==> config.mk <==
export PLATFORM = sky130hd
export DESIGN_NAME = uart_rx_fsm_flat
export DESIGN_NICKNAME = d
export VERILOG_FILES = /design/src/rtl/uart_rx_fsm_if.sv /design/src/rtl/uart_rx_fsm.sv /design/src/flat_wrapper.sv
export SDC_FILE = /design/constraint.sdc
export NUM_CORES = 1
export LEC_CHECK = 0
export BUFFER_PORTS_ARGS = -buffer_cell sky130_fd_sc_hd__buf_2
export CAP_MARGIN = 20
export CORE_MARGIN = 2
export CORE_UTILIZATION = 45
export DETAILED_ROUTE_END_ITERATION = 10
export MAX_ROUTING_LAYER = met4
export PLACE_DENSITY = 0.76
export SYNTH_ARGS = -nofsm -noshare
export SYNTH_HDL_FRONTEND = slang
export SYNTH_SLANG_ARGS = --single-unit
==> constraint.sdc <==
create_clock -name clk -period 3.05 [get_ports clk]
set_input_delay 0.1525 -clock clk [delete_from_list [all_inputs] [get_ports clk]]
set_output_delay 0.1525 -clock clk [all_outputs]
set_load 0.02 [all_outputs]
==> src/rtl/uart_rx_fsm_if.sv <==
// uart_rx_fsm_if: serial-receiver bus grouping baud tick, line input and frame results
// master: drives baud_tick/rx, observes results; slave: the receiver side
interface uart_rx_fsm_if;
  logic       baud_tick;
  logic       rx;
  logic [7:0] rx_data;
  logic       rx_valid;
  logic       parity_err;
  logic       frame_err;
  logic       rx_busy;
  modport master (output baud_tick, rx, input rx_data, rx_valid, parity_err, frame_err, rx_busy);
  modport slave  (input baud_tick, rx, output rx_data, rx_valid, parity_err, frame_err, rx_busy);
endinterface

==> src/rtl/uart_rx_fsm.sv <==
// uart_rx_fsm: oversampling 8-bit UART receiver with optional parity and framing check
// clk       system clock, rising edge
// rst_n     asynchronous active-low reset
// bus.slave baud_tick/rx in; rx_data, rx_valid, parity_err, frame_err, rx_busy out
module uart_rx_fsm #(
  parameter int OVERSAMPLE = 16,
  parameter bit PARITY_EN  = 1'b1,
  parameter bit PARITY_ODD = 1'b0
) (
  input logic          clk,
  input logic          rst_n,
  uart_rx_fsm_if.slave bus
);
  localparam int TW = $clog2(OVERSAMPLE);
  localparam logic [TW-1:0] T_MID = TW'(OVERSAMPLE / 2 - 1);
  localparam logic [TW-1:0] T_END = TW'(OVERSAMPLE - 1);
  typedef enum logic [2:0] {IDLE, START, DATA, PARITY, STOP} state_t;
  state_t state, state_n;
  logic          s1, rx_s;
  logic [TW-1:0] tick, tick_n;
  logic [2:0]    bit_cnt, bit_n;
  logic [7:0]    sh, sh_n, data_q, data_n;
  logic          mis, mis_n, perr, perr_n, ferr, ferr_n, valid, valid_n;
  // armed drops after a low stop bit so a stuck-low line cannot start a frame
  logic          armed, armed_n;
  always_comb begin
    state_n = state;
    tick_n  = tick;
    bit_n   = bit_cnt;
    sh_n    = sh;
    mis_n   = mis;
    data_n  = data_q;
    perr_n  = perr;
    ferr_n  = ferr;
    valid_n = 1'b0;
    armed_n = armed;
    if (bus.baud_tick) begin
      tick_n = tick + TW'(1);
      if (rx_s) armed_n = 1'b1;
      case (state)
        IDLE: begin
          tick_n = '0;
          if (!rx_s && armed) state_n = START;
        end
        START: if (tick == T_MID) begin
          tick_n  = '0;
          bit_n   = '0;
          state_n = rx_s ? IDLE : DATA;
        end
        DATA: if (tick == T_END) begin
          tick_n = '0;
          bit_n  = bit_cnt + 3'd1;
          sh_n   = {rx_s, sh[7:1]};
          if (bit_cnt == 3'd7) state_n = PARITY_EN ? PARITY : STOP;
        end
        PARITY: if (tick == T_END) begin
          tick_n  = '0;
          mis_n   = ^sh ^ rx_s ^ PARITY_ODD;
          state_n = STOP;
        end
        STOP: if (tick == T_END) begin
          tick_n  = '0;
          data_n  = sh;
          ferr_n  = ~rx_s;
          perr_n  = PARITY_EN & mis;
          valid_n = 1'b1;
          armed_n = rx_s;
          state_n = IDLE;
        end
        default: state_n = IDLE;
      endcase
    end
  end
  always_ff @(posedge clk or negedge rst_n) begin
    if (!rst_n) begin
      s1      <= 1'b1;
      rx_s    <= 1'b1;
      state   <= IDLE;
      tick    <= '0;
      bit_cnt <= '0;
      sh      <= '0;
      mis     <= 1'b0;
      data_q  <= '0;
      perr    <= 1'b0;
      ferr    <= 1'b0;
      valid   <= 1'b0;
      armed   <= 1'b1;
    end else begin
      s1      <= bus.rx;
      rx_s    <= s1;
      state   <= state_n;
      tick    <= tick_n;
      bit_cnt <= bit_n;
      sh      <= sh_n;
      mis     <= mis_n;
      data_q  <= data_n;
      perr    <= perr_n;
      ferr    <= ferr_n;
      valid   <= valid_n;
      armed   <= armed_n;
    end
  end
  assign bus.rx_data    = data_q;
  assign bus.rx_valid   = valid;
  assign bus.parity_err = perr;
  assign bus.frame_err  = ferr;
  assign bus.rx_busy    = state != IDLE;
endmodule

==> src/flat_wrapper.sv <==
// flat-port wrapper written by rule: the top's interface ports become plain ports
module uart_rx_fsm_flat 
#(
  parameter int OVERSAMPLE = 16,
  parameter bit PARITY_EN  = 1'b1,
  parameter bit PARITY_ODD = 1'b0
)
  (clk, rst_n, bus_baud_tick, bus_rx, bus_rx_data, bus_rx_valid, bus_parity_err, bus_frame_err, bus_rx_busy);
  uart_rx_fsm_if bus_i ();
  input logic clk;
  input logic rst_n;
  input wire logic [$bits(bus_i.baud_tick)-1:0] bus_baud_tick;
  input wire logic [$bits(bus_i.rx)-1:0] bus_rx;
  output wire logic [$bits(bus_i.rx_data)-1:0] bus_rx_data;
  output wire logic [$bits(bus_i.rx_valid)-1:0] bus_rx_valid;
  output wire logic [$bits(bus_i.parity_err)-1:0] bus_parity_err;
  output wire logic [$bits(bus_i.frame_err)-1:0] bus_frame_err;
  output wire logic [$bits(bus_i.rx_busy)-1:0] bus_rx_busy;
  assign bus_i.baud_tick = bus_baud_tick;
  assign bus_i.rx = bus_rx;
  assign bus_rx_data = bus_i.rx_data;
  assign bus_rx_valid = bus_i.rx_valid;
  assign bus_parity_err = bus_i.parity_err;
  assign bus_frame_err = bus_i.frame_err;
  assign bus_rx_busy = bus_i.rx_busy;
  uart_rx_fsm #(.OVERSAMPLE(OVERSAMPLE), .PARITY_EN(PARITY_EN), .PARITY_ODD(PARITY_ODD)) u_core (.clk(clk), .rst_n(rst_n), .bus(bus_i));
endmodule
==> results.ini <==
[outcome]
status=complete, no violations

[synthesis]
synthFlopType=dfrtp_1
synthesis.area_mm2=0.001587
synth.distinct_cells=38
synthTopCellsByArea=dfrtp_1 47%, mux2_2 9.9%, mux2_4 6.6%
ys_seq_area_share_pct=52.29
synthDominantCellAreaShare_pct=47.32
synth_edf_count=0
synth-seq-cells=33
syn-mean-instance-area_um2=12.69
synth_top_cell_by_area=dfrtp_1
netlist_instances=125
synthArstFlopShare_pct=100.0
ys_warn_count=0
synthesis.nets=132

[cts]
cts_setup_buffers=0
clk_pin_slew_ps=110
htreeDepth=2
cts.path.max_buffers=2
cts_tree=yes
numCtsBuffers=5
clkLatencyLatePin_ps=340
clockRootBuffer=clkbuf_4
post_cts_resized=0
cts_sinks=33

[layout]
final_layout_size_suffix_gt1_share_pct=35.86
fin_util_pct=52.42
num-nets-final=151
fill_cells=315
antenna_cells=0
final_area_mm2=0.001763
synthToLayoutAreaGrowth_pct=11.12
multi_input_area_um2=703.2
regArea_um2=829.5

[power_and_ir_drop]
clock_power_share_pct=27.3
p_comb_share_pct=16.1
switching_share_pct=30.75
power.internal_uw=617.0
ir_drop_uv=224.1
p_seq_share_pct=56.6
finalPower_uw=890.9
p_sw_uw=273.9
p_per_area_mw_per_mm2=505.3
leakagePower_uw=0.0008901

[placed_design]
hpwl_um=1991
post-place-ws_ps=1058
numPortBuffers=15
dpl_cell_area_mm2=0.001688
routabilityCongestion=0.8293

[floorplanning]
die_w_um=63.38
die-height_um=63.38
start_util_pct=47.17
ios=16
row_count=21
die-area_mm2=0.004016
core_mm2=0.003363

[drt]
routed_wl_um=2840
wl_per_cell_um=14.87
post-route-drc-count=0
num_vias=1010
drtPass1Iterations=4
via_per_inst=5.288
drt_iter0_drc=43
ant_nets=0

[worst_setup_path]
critical_path.max_fanout=15
cp-end-kind=flip-flop
r2r-end=u_core.sh[4]
worstSetupPathType=flip-flop to flip-flop
critPathLaunchType=flip-flop
arrival_ps=2260
critPathRequiredTime_ps=3280
reg2reg_from=u_core.state[1]
r2r_slack_ps=1020
reg2reg_depth=4

[timing]
layout_setup_ws_ps=1024
setup_tns_ps=0
fin_crit_sh_pct=66.44
min_period_ps=2026
relSlewSlack_pct=53.09
slew_viol_final=0
final-setup-viol-count=0
fmax_mhz=493.5
worstMarginPinSlew_ps=703.7
rsz0062_at_grt=no
clock_skew_ps=11.40
finalHoldViolCount=0

[grt]
grt_pass1_wl_um=4719
gr-total-overflow=0
grt_usage_pct=16.15
grt_pass1_vias=1043
antenna_found_initial=0
grt_max_degree=34

[min_path]
whs_path_depth=3
hold_start=bus_baud_tick
hold_end=u_core.tick[1]
holdCritPathClass=input pin to flip-flop

[job]
drv_cap=0

==> final cells by class <==
| class | count | area share [%] |
|---|---|---|
| Tap cell | 46 | 3.265 |
| Clock inverter | 3 | 0.9936 |
| Inverter | 4 | 0.8517 |
| Clock buffer | 5 | 2.129 |
| Sequential cell | 33 | 47.05 |
| Multi-Input combinational cell | 82 | 39.89 |
| Timing Repair Buffer | 18 | 5.820 |
==> cells by family after synthesis <==
| family | after synthesis | share of synthesized area (%) |
|---|---|---|
| buffers and inverters | 10 | 3.391 |
| xor gates and xnor gates | 7 | 4.732 |
| adders and majority gates | 3 | 2.366 |
| muxes | 21 | 16.56 |
| and+or+nand+nor | 34 | 13.09 |
| DFF | 33 | 52.29 |
| AOI/OAI and AO/OA | 17 | 7.572 |
==> worst max-delay path by stage <==
stage                    start      endpoint  cells after the start
4_1_cts        u_core.state[1]  u_core.sh[4]                      4
3_5_place_dp   u_core.state[1]  u_core.sh[4]                      4
3_3_place_gp    u_core.tick[0]  u_core.sh[1]                      5
6_report       u_core.state[1]  u_core.sh[4]                      4
2_1_floorplan   u_core.tick[0]  u_core.sh[0]                      5
5_1_grt        u_core.state[1]  u_core.sh[4]                      4
==> critical path, cell delays in order, from the launching register on <==
cell,delay (ps)
dfrtp_1,630
nor2b_1,230
nor4b_2,460
buf_4,260
mux2_2,340
==> metal layers <==
metal	track usage, %	part of all wire (%)	vias to the layer above
met5	-	0	-
met4	7.065	1.1	0
met3	6.607	5.8	4
met2	26.05	51	29
met1	17.50	42	492
li1	-	-	485
==> cell usage after synthesis (2+ instances only) <==
master,n
nor3_1,2
buf_2,4
mux2_4,7
xnor2_1,5
a21oi_1,2
nor4_1,3
o2bb2ai_1,2
o21ai_0,5
nor3b_1,2
dfstp_2,3
nand2_1,12
nand2b_1,2
ha_1,3
dfrtp_1,30
mux2_2,14
nor2_1,2
inv_1,3
a22o_1,3
nor2b_1,2
==> state kept, by name, summed over array words and instances (netlist names) <==
| register | flops |
|---|---|
| u_core.s1 | 1 |
| u_core.sh | 8 |
| u_core.bus.parity_err | 1 |
| u_core.bus.rx_valid | 1 |
| u_core.bit_cnt | 3 |
| u_core.bus.rx_data | 8 |
| u_core.bus.frame_err | 1 |
| u_core.tick | 4 |
| u_core.rx_s | 1 |
| u_core.state | 3 |
| u_core.armed | 1 |
| u_core.mis | 1 |
==> through the flow <==
step           hold slack, ps  cells
2_1_floorplan          -143.1    125
3_3_place_gp            230.1    181
3_5_place_dp            244.4    181
4_1_cts                 106.8    191
5_1_grt                 121.2    191
6_report                130.4    191
==> power by group through the flow <==
stage | Sequential [µW] | Clock (µW) | Combinational, µW
6_report | 504 | 244 | 143
5_1_grt | 510 | 276 | 159
4_1_cts | 503 | 250 | 145
3_5_place_dp | 512 | 0 | 141
3_3_place_gp | 507 | 0 | 134
2_1_floorplan | 488 | 0 | 127
==> cells in the final DEF (no fill, tap or decap), drive strengths merged, types with 2 or more instances in the layout <==
cell type	netlist	routed
a21oi	2	2
a22o	3	3
buf	6	16
clkbuf	0	5
clkinv	1	3
dfrtp	30	30
dfstp	3	3
dlygate4sd3	0	2
ha	3	3
inv	3	3
mux2	21	21
nand2	12	12
nand2b	2	2
nor2	2	2
nor2b	2	2
nor3	2	2
nor3b	2	2
nor4	3	3
o21ai	5	5
o2bb2ai	2	2
or3b	2	2
xnor2	5	5
==> repair_timing <==
action                                  4_1_cts  5_1_grt
endpoints found under the setup margin        0        0
hold buffers                                  2        0
endpoints found under the hold margin        31        0
Power figures use the tool's default switching activity.
